[config.mk]
export PLATFORM = sky130hd
export DESIGN_NAME = addsub_acc_ctrl
export DESIGN_NICKNAME = d
export VERILOG_FILES = /design/src/rtl/addsub_pkg.sv /design/src/rtl/addsub_flags.sv /design/src/rtl/addsub_acc_ctrl.sv
export SDC_FILE = /design/constraint.sdc
export NUM_CORES = 1
export LEC_CHECK = 0
export ABC_AREA = 1
export CAP_MARGIN = 20
export CORE_MARGIN = 3
export CORE_UTILIZATION = 35
export DETAILED_ROUTE_END_ITERATION = 8
export PLACE_DENSITY = 0.7
export SLEW_MARGIN = 20
export SYNTH_ARGS = -nofsm -noshare
export SYNTH_HDL_FRONTEND = slang
export SYNTH_SLANG_ARGS = --single-unit
[constraint.sdc]
create_clock -name clk -period 4.5 [get_ports clk]
set_input_delay 0.675 -clock clk [delete_from_list [all_inputs] [get_ports clk]]
set_output_delay 0.675 -clock clk [all_outputs]
set_load 0.02 [all_outputs]
[src/rtl/addsub_pkg.sv]
// Shared opcodes, FSM state encoding and flag bit positions for the add/sub accumulator.
package addsub_pkg;

   localparam logic [1:0] OP_LOAD = 2'b00;
   localparam logic [1:0] OP_ADD  = 2'b01;
   localparam logic [1:0] OP_SUB  = 2'b10;
   localparam logic [1:0] OP_CLR  = 2'b11;

   typedef enum logic [1:0] {
      ST_IDLE = 2'b00,
      ST_EXEC = 2'b01,
      ST_RESP = 2'b10
   } state_e;

   localparam int FLAG_C = 0;
   localparam int FLAG_Z = 1;
   localparam int FLAG_N = 2;
   localparam int FLAG_V = 3;
   localparam int FLAG_W = 4;

endpackage

[src/rtl/addsub_flags.sv]
// Combinational W-bit add/subtract with carry and signed-overflow detection.
// Saturation on overflow is built in when ADDSUB_ACC_SAT_EN is defined.
module addsub_flags
   import addsub_pkg::*;
#(
   parameter int W = 4
) (
   input  logic [1:0]   op_i,
   input  logic [W-1:0] acc_i,
   input  logic [W-1:0] data_i,
   output logic [W-1:0] res_o,
   output logic         c_o,
   output logic         v_o
);

   logic         m;
   logic [W-1:0] b_x;
   logic [W-1:0] sum;
   logic         carry;
   logic         ovf;

`ifdef ADDSUB_ACC_SAT_EN
   localparam logic signed [W-1:0] SAT_POS = {1'b0, {(W-1){1'b1}}};
   localparam logic signed [W-1:0] SAT_NEG = {1'b1, {(W-1){1'b0}}};

   // Overflow direction follows the accumulator sign: an overflowing result
   // always has the opposite sign of acc, so acc tells which limit to clamp to.
   function automatic logic [W-1:0] saturate(input logic [W-1:0] raw,
                                             input logic         of,
                                             input logic         neg);
      if (!of)
         return raw;
      return neg ? SAT_NEG : SAT_POS;
   endfunction
`endif

   always_comb begin
      m            = (op_i == OP_SUB);
      b_x          = data_i ^ {W{m}};
      {carry, sum} = {1'b0, acc_i} + {1'b0, b_x} + {{W{1'b0}}, m};
      // Same rule serves ADD and SUB because b_x is the effective addend.
      ovf          = (acc_i[W-1] == b_x[W-1]) && (sum[W-1] != acc_i[W-1]);

      res_o = '0;
      c_o   = 1'b0;
      v_o   = 1'b0;
      case (op_i)
         OP_LOAD: res_o = data_i;
         OP_ADD, OP_SUB: begin
`ifdef ADDSUB_ACC_SAT_EN
            res_o = saturate(sum, ovf, acc_i[W-1]);
`else
            res_o = sum;
`endif
            c_o   = carry;
            v_o   = ovf;
         end
         default: res_o = '0;
      endcase
   end

endmodule

[src/rtl/addsub_acc_ctrl.sv]
// Handshaked accumulator stage: IDLE accepts a request, EXEC updates acc and flags,
// RESP presents the result until taken. Optional saturation: ADDSUB_ACC_SAT_EN.
module addsub_acc_ctrl
   import addsub_pkg::*;
#(
   parameter int W = 4
) (
   input  logic         clk,
   input  logic         rst_n,
   input  logic         in_valid,
   output logic         in_ready,
   input  logic [1:0]   in_op,
   input  logic [W-1:0] in_data,
   output logic         out_valid,
   input  logic         out_ready,
   output logic [W-1:0] out_acc,
   output logic         out_c,
   output logic         out_z,
   output logic         out_n,
   output logic         out_v
);

   localparam logic [FLAG_W-1:0] FLAGS_RST = FLAG_W'(1) << FLAG_Z;

   state_e              state_q, state_d;
   logic [1:0]          op_q, op_d;
   logic [W-1:0]        data_q, data_d;
   logic [W-1:0]        acc_q, acc_d;
   logic [FLAG_W-1:0]   flags_q, flags_d;

   logic [W-1:0]        res;
   logic                res_c;
   logic                res_v;

   addsub_flags #(.W(W)) u_flags (
      .op_i   (op_q),
      .acc_i  (acc_q),
      .data_i (data_q),
      .res_o  (res),
      .c_o    (res_c),
      .v_o    (res_v)
   );

   always_ff @(posedge clk or negedge rst_n) begin
      if (!rst_n) begin
         state_q <= ST_IDLE;
         op_q    <= OP_LOAD;
         data_q  <= '0;
         acc_q   <= '0;
         flags_q <= FLAGS_RST;
      end else begin
         state_q <= state_d;
         op_q    <= op_d;
         data_q  <= data_d;
         acc_q   <= acc_d;
         flags_q <= flags_d;
      end
   end

   // Handshake outputs depend on state only, never on in_valid/out_ready.
   always_comb begin
      state_d   = state_q;
      op_d      = op_q;
      data_d    = data_q;
      acc_d     = acc_q;
      flags_d   = flags_q;
      in_ready  = 1'b0;
      out_valid = 1'b0;

      case (state_q)
         ST_IDLE: begin
            in_ready = 1'b1;
            if (in_valid) begin
               op_d    = in_op;
               data_d  = in_data;
               state_d = ST_EXEC;
            end
         end
         ST_EXEC: begin
            acc_d           = res;
            flags_d[FLAG_C] = res_c;
            flags_d[FLAG_Z] = (res == '0);
            flags_d[FLAG_N] = res[W-1];
            flags_d[FLAG_V] = res_v;
            state_d         = ST_RESP;
         end
         ST_RESP: begin
            out_valid = 1'b1;
            if (out_ready)
               state_d = ST_IDLE;
         end
         default: state_d = ST_IDLE;
      endcase
   end

   assign out_acc = acc_q;
   assign out_c   = flags_q[FLAG_C];
   assign out_z   = flags_q[FLAG_Z];
   assign out_n   = flags_q[FLAG_N];
   assign out_v   = flags_q[FLAG_V];

endmodule

==> impl_metrics.csv, run 1 <==
group,metric,value,unit
critical_path,cp-startpoint,"state_q[0]",
route,top_layer,"met4",
route,dr.pass1.iters,5,
critical_path,path_cells,"nor2_1 -> clkdlybuf4s50_1",
sta,relSlewSlack,53.7,%
layout,layout_commonest_cell,"nand2_1",
layout,final_util,48.8,%
die,dieWidth,56.7,um
clock_network,cts_tree,"yes",
sta,layout_worst_path_cycle_share,47.7,%
critical_path,slowest_delay,0.62,ns
critical_path,critPathBufInv,1,
sta,tns,0,ns
critical_path,ff2ff_path_depth,15,
sta,finClkSkew,0.00435,ns
route,routed-wl-met2,846,um
layout,stdcell_count,160,
sta,finalCriticalPeriod,2.15,ns
sta,tightest_slew,0.692,ns
critical_path,r2r_start,"op_q[0]",
logic_synthesis,ys_seq_area_share,41.9,%
sta,setup_ws,2.35,ns
route,drt_wl_total,1710,um
layout,final_cell_mix,"nand2_1, clkdlybuf4s50_1, inv_1, dfrtp_1, o21ai_1",
critical_path,cp_top_family,"buffers and inverters",
critical_path,start_kind,"flop",
hold_path,hp-start,"flags_q[1]",
clock_network,cts_made_buffers,3,
hold_path,whs_path_depth,2,
die,rows,17,
run_status,status,"completed",
route,vias_per_cell,4.75,
die,dieArea,3210,um2
clock_network,cts_max_level,1,
placed_design,place_ws,2.52,ns
pwr,powerDensity,823,nW/um2
route,first_iter_violations,22,
logic_synthesis,synth_cell_types,23,
logic_synthesis,synth_warnings,0,
sta,hold_violations,0,
pwr,p_total,932,uW
sta,max_freq,466,MHz
clock_network,cts_buffer_depth,2,
sta,rsz0062_at_grt,"false",
layout,num_antenna_cells,0,
critical_path,r2r_slack,2.49,ns
global_routing,groute.usage.overall,11.5,%
clock_network,cts.sinks,15,
placed_design,dp_hpwl,1320,um
layout,drive_gt1_share,9.09,%
clock_network,cts_hold_buf,0,
route,route.met3.wl,103,um
route,antenna_left,0,
global_routing,grt-ovfl-total,0,
die,fp.coreArea,2320,um2
hold_path,hold_end,"flags_q[1]",
logic_synthesis,syn_avg_cell_area,8.02,um2
logic_synthesis,syn_nets,129,
pwr,power_leakage,0.000575,uW
die,ioPinCount,20,
critical_path,path_class,"reg2out",
hold_path,hold_class,"reg2reg",
global_routing,grt_pass1_vias,643,
route,vias,760,
route,wl_met1,733,um
global_routing,antenna_found_initial,0,
clock_network,clk_pin_slew,0.09,ns
critical_path,critPathCaptureType,"primary output",
sta,drv_slew,0,
die,die_y,56.7,um
critical_path,crit_path_top_delay_cell,"clkdlybuf4s50_1",
global_routing,grt_pass1_wl,2750,um
layout,nets,150,
pwr,vdd_ir_drop_max,0.416,mV
logic_synthesis,synth-seq-cells,15,
logic_synthesis,syn_inst,112,
critical_path,r2r-end,"flags_q[1]",
critical_path,crit_fanout,3,
placed_design,port_buffers,19,
clock_network,cts_setup_buffers,0,
placed_design,dp.cells,156,
die,start_util,38.7,%
clock_network,cts-root-buf,"clkbuf_4",
layout,syn2layout_area_growth,26.0,%
run,max_cap_viol_count,0,
layout,fillers,227,
critical_path,cp.required,3.83,ns
route,avgRoutedWirePerCell,10.7,um
global_routing,grt_max_degree,16,
sta,setup_violations,0,
clock_network,cts_resized,0,
clock_network,insertion_delay,0.29,ns
placed_design,gp_congestion,0.926,
logic_synthesis,synthesis.area,898,um2
route,drc,0,
critical_path,arrival,1.47,ns
## worst reg2reg max path, stage by stage (launching register included)
cell,delay (ns)
dfrtp_1,0.39
inv_1,0.10
ha_1,0.26
nand2_1,0.09
nand2_2,0.08
inv_1,0.06
fa_1,0.37
inv_1,0.08
nand2_1,0.07
nand2_1,0.06
o22ai_1,0.06
nand2_1,0.06
nand2_1,0.09
nor2_4,0.08
nand2_1,0.05
nand2_1,0.05
## flip-flops by register name, summed over array words and instances (netlist names)
register / cells
flags_q: 4
state_q: 2
op_q: 2
data_q: 4
out_acc: 3
## where the power goes
part           internal, uW  total [uW]  switching [uW]
Clock                  33.1        78.3            45.2
Sequential              196         240            44.9
Combinational           260         613             354
Total                   488         932             444
## synth_stat cells
cell      count  share of area [%]
o21a_1        1               0.84
buf_4         2                1.7
o22ai_1       1               0.70
inv_1        14                5.8
bufinv_8      1                2.0
nor2_4        1                1.3
nand3_1       4                2.2
xnor2_1       2                2.0
clkbuf_1      1               0.42
o31ai_1       1               0.84
dfrtp_1      14                 39
o21ai_1       9                5.0
nand2_2       3                2.1
o211ai_1      1               0.84
ha_1          6                8.4
fa_1          1                2.2
a21oi_1       2                1.1
dfstp_2       1                2.9
nand2_1      39                 16
clkinv_1      1               0.42
inv_2         2               0.84
nor2_1        3                1.3
xor2_1        2                2.0
## kinds of logic after synthesis
| group | Yosys count | share of synthesized area [%] |
|---|---|---|
| AND/OR/NAND/NOR | 50 | 23.1 |
| adder cells (fa/ha/maj) | 7 | 10.6 |
| buffers and inverters | 21 | 11.1 |
| XOR/XNOR | 4 | 3.90 |
| AO/OA/AOI/OAI | 15 | 9.33 |
| flip-flops | 15 | 41.9 |
## final cells by class
type	count	area (um2)	share of cell area, %
flip-flops and latches	15	377	33.3
clock inverters	1	5.00	0.442
clock buffers	3	22.5	1.99
multi-input cells	76	422	37.2
repair buffers	19	190	16.8
inverters	18	81.3	7.18
well taps	28	35.0	3.09
## stage by stage
stage	area (um2)	hold WS, ns
3_3_place_gp	1100	0.459
6_report	1130	0.484
4_1_cts	1130	0.491
5_1_grt	1130	0.505
2_1_floorplan	898	0.379
3_5_place_dp	1100	0.468
## worst max path at each step
stage | slack (ns) | cells past startpoint | end
floorplan | 2.68 | 15 | flags_q[1]
global placement | 2.57 | 15 | flags_q[1]
detailed placement | 2.52 | 15 | flags_q[1]
CTS | 2.35 | 2 | out_valid
global route | 2.24 | 2 | out_valid
finish | 2.35 | 2 | out_valid
## per-layer routing
metal	GRT usage (%)	vias to the layer above
met2	19.6	23
met3	4.83	4
met4	4.07	0
li1	-	387
met1	12.5	346
met5	0	-
(Power assumes the default switching activity.)
==> run 2, diff against run 1 <==
PLACE_DENSITY = 0.72   (was 0.7)
clock period = 1.85 ns   (was 4.5 ns; I/O delays follow)
==> impl_metrics.csv, run 2 (same netlist as run 1, synthesis figures left out) <==
group,metric,value,unit
sta,relSlewSlack,75.7,%
sta,tightest_slew,0.364,ns
route,dr.pass1.iters,4,
global_routing,grt_use_met3,4.83,%
global_routing,grt_pass1_vias,720,
layout,final_util,55.9,%
placed_design,dp.cells,162,
sta,rsz0062_at_grt,"true",
die,start_util,38.7,%
sta,finalCriticalPeriod,1.84,ns
sta,setup_violations,0,
layout,stdcell_count,167,
critical_path,r2r-end,"flags_q[1]",
route,drt_wl_total,1930,um
sta,hold_violations,0,
route,vias,777,
critical_path,cp.required,2.09,ns
layout,syn2layout_area_growth,44.2,%
clock_network,cts_tree,"yes",
route,avgRoutedWirePerCell,11.5,um
sta,drv_slew,0,
pwr,p_total,2800,uW
layout,final_cell_mix,"nand2_1, clkdlybuf4s50_1, dfrtp_1, nand2_2, inv_1",
critical_path,r2r_start,"op_q[0]",
route,vias_per_cell,4.65,
hold_path,hold_class,"in2async",
critical_path,start_kind,"flop",
clock_network,cts_made_buffers,3,
route,antenna_left,0,
die,fp.coreArea,2320,um2
critical_path,path_class,"reg2reg",
critical_path,crit_fanout,4,
run_status,status,"completed",
critical_path,worst_path_most_repeated_cell,"nand2_2",
critical_path,crit_end,"flags_q[1]",
route,first_iter_violations,18,
sta,finClkSkew,0.00211,ns
layout,drive_gt1_share,28.8,%
sta,max_freq,545,MHz
global_routing,met2_usage,21.8,%
global_routing,grt_max_degree,16,
pwr,powerDensity,2160,nW/um2
die,ioPinCount,20,
clock_network,cts-root-buf,"clkbuf_4",
clock_network,cts_buffer_depth,2,
placed_design,dp_hpwl,1380,um
critical_path,ff2ff_path_depth,12,
die,rows,17,
clock_network,cts_max_level,1,
pwr,power_leakage,0.000617,uW
sta,layout_worst_path_cycle_share,99.2,%
layout,layout_commonest_cell,"nand2_1",
die,dieWidth,56.7,um
global_routing,antenna_found_initial,0,
critical_path,critPathCaptureType,"flop",
layout,nets,157,
clock_network,cts.sinks,15,
clock_network,insertion_delay,0.29,ns
critical_path,slowest_delay,0.52,ns
layout,num_antenna_cells,0,
clock_network,clk_pin_slew,0.09,ns
route,drc,0,
critical_path,cp-startpoint,"op_q[0]",
global_routing,met1_usage,14.3,%
placed_design,gp_congestion,0.895,
critical_path,r2r_slack,0.01,ns
global_routing,groute.usage.overall,12.7,%
die,die_y,56.7,um
placed_design,port_buffers,19,
global_routing,grt-ovfl-total,0,
pwr,vdd_ir_drop_max,1.28,mV
die,dieArea,3210,um2
layout,fillers,208,
run,max_cap_viol_count,0,
global_routing,grt_pass1_wl,3110,um
critical_path,crit_path_top_delay_cell,"fa_2",
critical_path,path_cells,"inv_2 -> ha_4 -> nand2_2 -> nand2_2 -> inv_2 -> fa_2 -> o21ai_2 -> nand2_2 -> nand2_2 -> nor2_4 -> nand2_1 -> nand2_1",
critical_path,arrival,2.08,ns
global_routing,busiest_layer,"met2",
-- run 2: changes by cell type in the layout (fill, tap and decap cells not counted), moves of 2 or more --
cell / change
buf_4: +7
ha_1: -3
ha_4: +3
xor2_1: -2
nand2_1: -7
inv_2: +5
nand2_2: +7
inv_1: -5
-- run 2: repair_timing --
action	4_1_cts	5_1_grt
gates resized for setup	4	20
setup endpoints to repair	5	5
pin swaps	1	14
buffers inserted	0	1
hold buffers	0	0
-- run 2: metal layers --
layer  routed length (um)  share of wire (%)  vias up
met4                   20                1.0        0
met3                  105                5.4        5
met1                  778                 40      346
met2                 1020                 53       25
li1                     -                  -      401
met5                    0                  0        -
-- run 2: cell type report --
class                      count  area (um2)  share of cell area [%]
clock inverter                 1        5.00                   0.386
clock buffer                   3        22.5                    1.74
sequential                    15         377                    29.1
timing repair buffer          26         243                    18.7
inverter                      18        81.3                    6.28
multi-input combinational     76         532                    41.1
tap                           28        35.0                    2.71
-- run 2: critical path, delay by kind of cell (launching register included) --
kind                       cells  cell delay [ns]
AOI/OAI and AO/OA              1             0.06
adders and majority gates      2             0.73
and+or+nand+nor                7             0.48
DFF                            1             0.40
buffers and inverters          2             0.12
-- run 2: how the worst min path moves through the flow --
stage | endpoint | cells after the start | slack, ns
after floorplan | data_q[0] | 0 | -0.02
after global placement | flags_q[1] | 2 | 0.46
after global routing | flags_q[2] | 2 | 0.31
after detailed placement | flags_q[1] | 2 | 0.46
final | flags_q[3] | 2 | 0.29
after CTS | out_acc[0] | 2 | 0.29
-- run 2: metrics by stage --
| stage | hold WS, ns | setup WS (ns) | area (um2) | setup TNS, ns |
|---|---|---|---|---|
| 6_report | 0.289 | 0.0139 | 1290 | 0 |
| 5_1_grt | 0.314 | -0.0951 | 1290 | -0.201 |
| 4_1_cts | 0.294 | 0.00730 | 1200 | 0 |
| 3_5_place_dp | 0.458 | -0.0823 | 1150 | -0.198 |
| 3_3_place_gp | 0.458 | -0.0363 | 1150 | -0.0568 |
| 2_1_floorplan | -0.0181 | 0.0260 | 898 | 0 |
-- run 2: power breakdown --
| part | switching [uW] | total, uW | internal (uW) |
|---|---|---|---|
| Clock | 111 | 192 | 80.5 |
| Combinational | 1050 | 1980 | 923 |
| Sequential | 157 | 633 | 475 |
| Total | 1320 | 2800 | 1480 |
==> run 3, diff against run 2 <==
CELL_PAD_IN_SITES_DETAIL_PLACEMENT = 1   (was default)
CELL_PAD_IN_SITES_GLOBAL_PLACEMENT = 2   (was default)
CORE_UTILIZATION = 25   (was 35)
GPL_TIMING_DRIVEN = 1   (was default)
PLACE_DENSITY = 0.84   (was 0.72)
==> impl_metrics.csv, run 3 (same netlist as run 1, synthesis figures left out) <==
group,metric,value,unit
die,start_util,26.5,%
sta,setup_ws,-0.00780,ns
sta,tns,-0.00780,ns
critical_path,crit_fanout,4,
critical_path,critPathCaptureType,"flop",
clock_network,cts-root-buf,"clkbuf_4",
clock_network,cts.sinks,15,
critical_path,path_class,"reg2reg",
layout,fillers,396,
route,first_iter_violations,13,
global_routing,grt-ovfl-total,0,
run_status,status,"finished, violations left",
run,max_cap_viol_count,0,
sta,setup_violations,1,
run_status,violations,"setup timing",
clock_network,cts_made_buffers,3,
route,routed-wl-met2,1220,um
layout,nets,161,
die,dieArea,4350,um2
sta,drv_slew,0,
layout,finish.instance_area,1310,um2
route,vias,825,
clock_network,cts_tree,"yes",
sta,hold_violations,0,
global_routing,antenna_found_initial,0,
die,fp.coreArea,3390,um2
placed_design,gp_congestion,0.777,
pwr,p_total,2760,uW
route,avgRoutedWirePerCell,12.2,um
sta,tightest_slew,0.381,ns
route,drc,0,
sta,max_freq,538,MHz
route,route.met3.wl,112,um
layout,multi_input_area,489,um2
placed_design,dp_hpwl,1830,um
global_routing,grt_pass1_vias,917,
clock_network,cts_hold_buf,0,
critical_path,arrival,2.10,ns
layout,final_cell_mix,"nand2_1, clkdlybuf4s50_1, dfrtp_1, inv_1, buf_4",
layout,num_antenna_cells,0,
layout,syn2layout_area_growth,45.7,%
die,die_y,65.9,um
route,vias_per_cell,4.37,
critical_path,cp.required,2.09,ns
critical_path,path_cells,"inv_2 -> ha_4 -> nand2_2 -> nand2_2 -> inv_2 -> fa_2 -> o21ai_2 -> nand2_2 -> nand2_2 -> nor2_4 -> nand2_1 -> nand2_1",
sta,relSlewSlack,74.5,%
route,top_layer,"met4",
critical_path,slowest_delay,0.56,ns
critical_path,crit_path_top_delay_cell,"fa_2",
die,dieWidth,65.9,um
route,wl_met1,913,um
pwr,powerDensity,2110,nW/um2
global_routing,groute.usage.overall,12.5,%
clock_network,insertion_delay,0.29,ns
critical_path,start_kind,"flop",
clock_network,cts_buffer_depth,2,
sta,layout_worst_path_cycle_share,100,%
sta,finClkSkew,0.00811,ns
global_routing,grt_max_degree,16,
global_routing,grt_pass1_wl,4080,um
placed_design,placed_area,1170,um2
route,drt_wl_total,2300,um
sta,hold-worst-slack,0.297,ns
layout,drive_gt1_share,28.0,%
sta,finalCriticalPeriod,1.86,ns
die,rows,21,
hold_path,hold_class,"in2async",
die,ioPinCount,20,
placed_design,port_buffers,19,
clock_network,clk_pin_slew,0.09,ns
sta,rsz0062_at_grt,"true",
route,dr.pass1.iters,4,
critical_path,worst_path_most_repeated_cell,"nand2_2",
layout,layout_commonest_cell,"nand2_1",
layout,seqCellArea,377,um2
route,antenna_left,0,
pwr,vdd_ir_drop_max,0.635,mV
pwr,power_leakage,0.000640,uW
clock_network,cts_max_level,1,
[run 3: cell types whose count changed in the layout (fill, tap and decap cells not counted), moves of 2 or more]
cell | previous run | this run
nand2_2 | 10 | 8
ha_1 | 3 | 5
buf_4 | 7 | 10
inv_2 | 7 | 5
inv_1 | 9 | 11
ha_4 | 3 | 1
[run 3: worst paths after layout]
kind / startpoint / cells after the start / to / slack [ns]
max in group asynchronous: rst_n / 2 / flags_q[1] / 1.31
min in group clk: flags_q[1] / 2 / flags_q[1] / 0.49
setup reg to reg: op_q[0] / 12 / flags_q[1] / -0.008
hold reg to reg: flags_q[1] / 2 / flags_q[1] / 0.49
setup / recovery: op_q[0] / 12 / flags_q[1] / -0.008
hold / removal: rst_n / 2 / out_acc[1] / 0.30
[run 3: critical path: cells and delay by family (launching register included)]
family,cells,cell delay [ns]
adders and majority gates,2,0.74
and+or+nand+nor,7,0.49
DFF,1,0.39
buffers and inverters,2,0.12
AOI/OAI and AO/OA,1,0.06
[run 3: through the flow]
step / util, % / instances / setup WS [ns]
after global routing: 38.6 / 189 / -0.171
final: 38.6 / 189 / -0.00780
after global placement: 34.6 / 180 / -0.120
after CTS: 36.7 / 186 / -0.00168
after floorplan: - / 112 / 0.0260
after detailed placement: 34.6 / 180 / -0.197
[run 3: what timing repair did]
action,in CTS,in global routing
pin swaps,1,6
resized for setup,8,13
setup endpoints to repair,6,6
buffers inserted,2,3
[run 3: final cells by class]
type,instances,share of cell area [%]
multi-input cells,76,37.4
flip-flops and latches,15,28.8
repair buffers,30,21.1
inverters,18,6.31
well taps,46,4.40
clock buffers,4,2.01
[run 3: routing by layer]
metal | vias up | GRT usage [%]
li1 | 403 | -
met1 | 398 | 14.1
met2 | 19 | 22.3
met3 | 5 | 3.40
met4 | 0 | 4.57
met5 | - | 0
[run 3: power by group]
part | internal [uW] | switching (uW) | total, uW
combinational | 915 | 1050 | 1970
sequential | 476 | 128 | 604
clock | 83.9 | 108 | 192
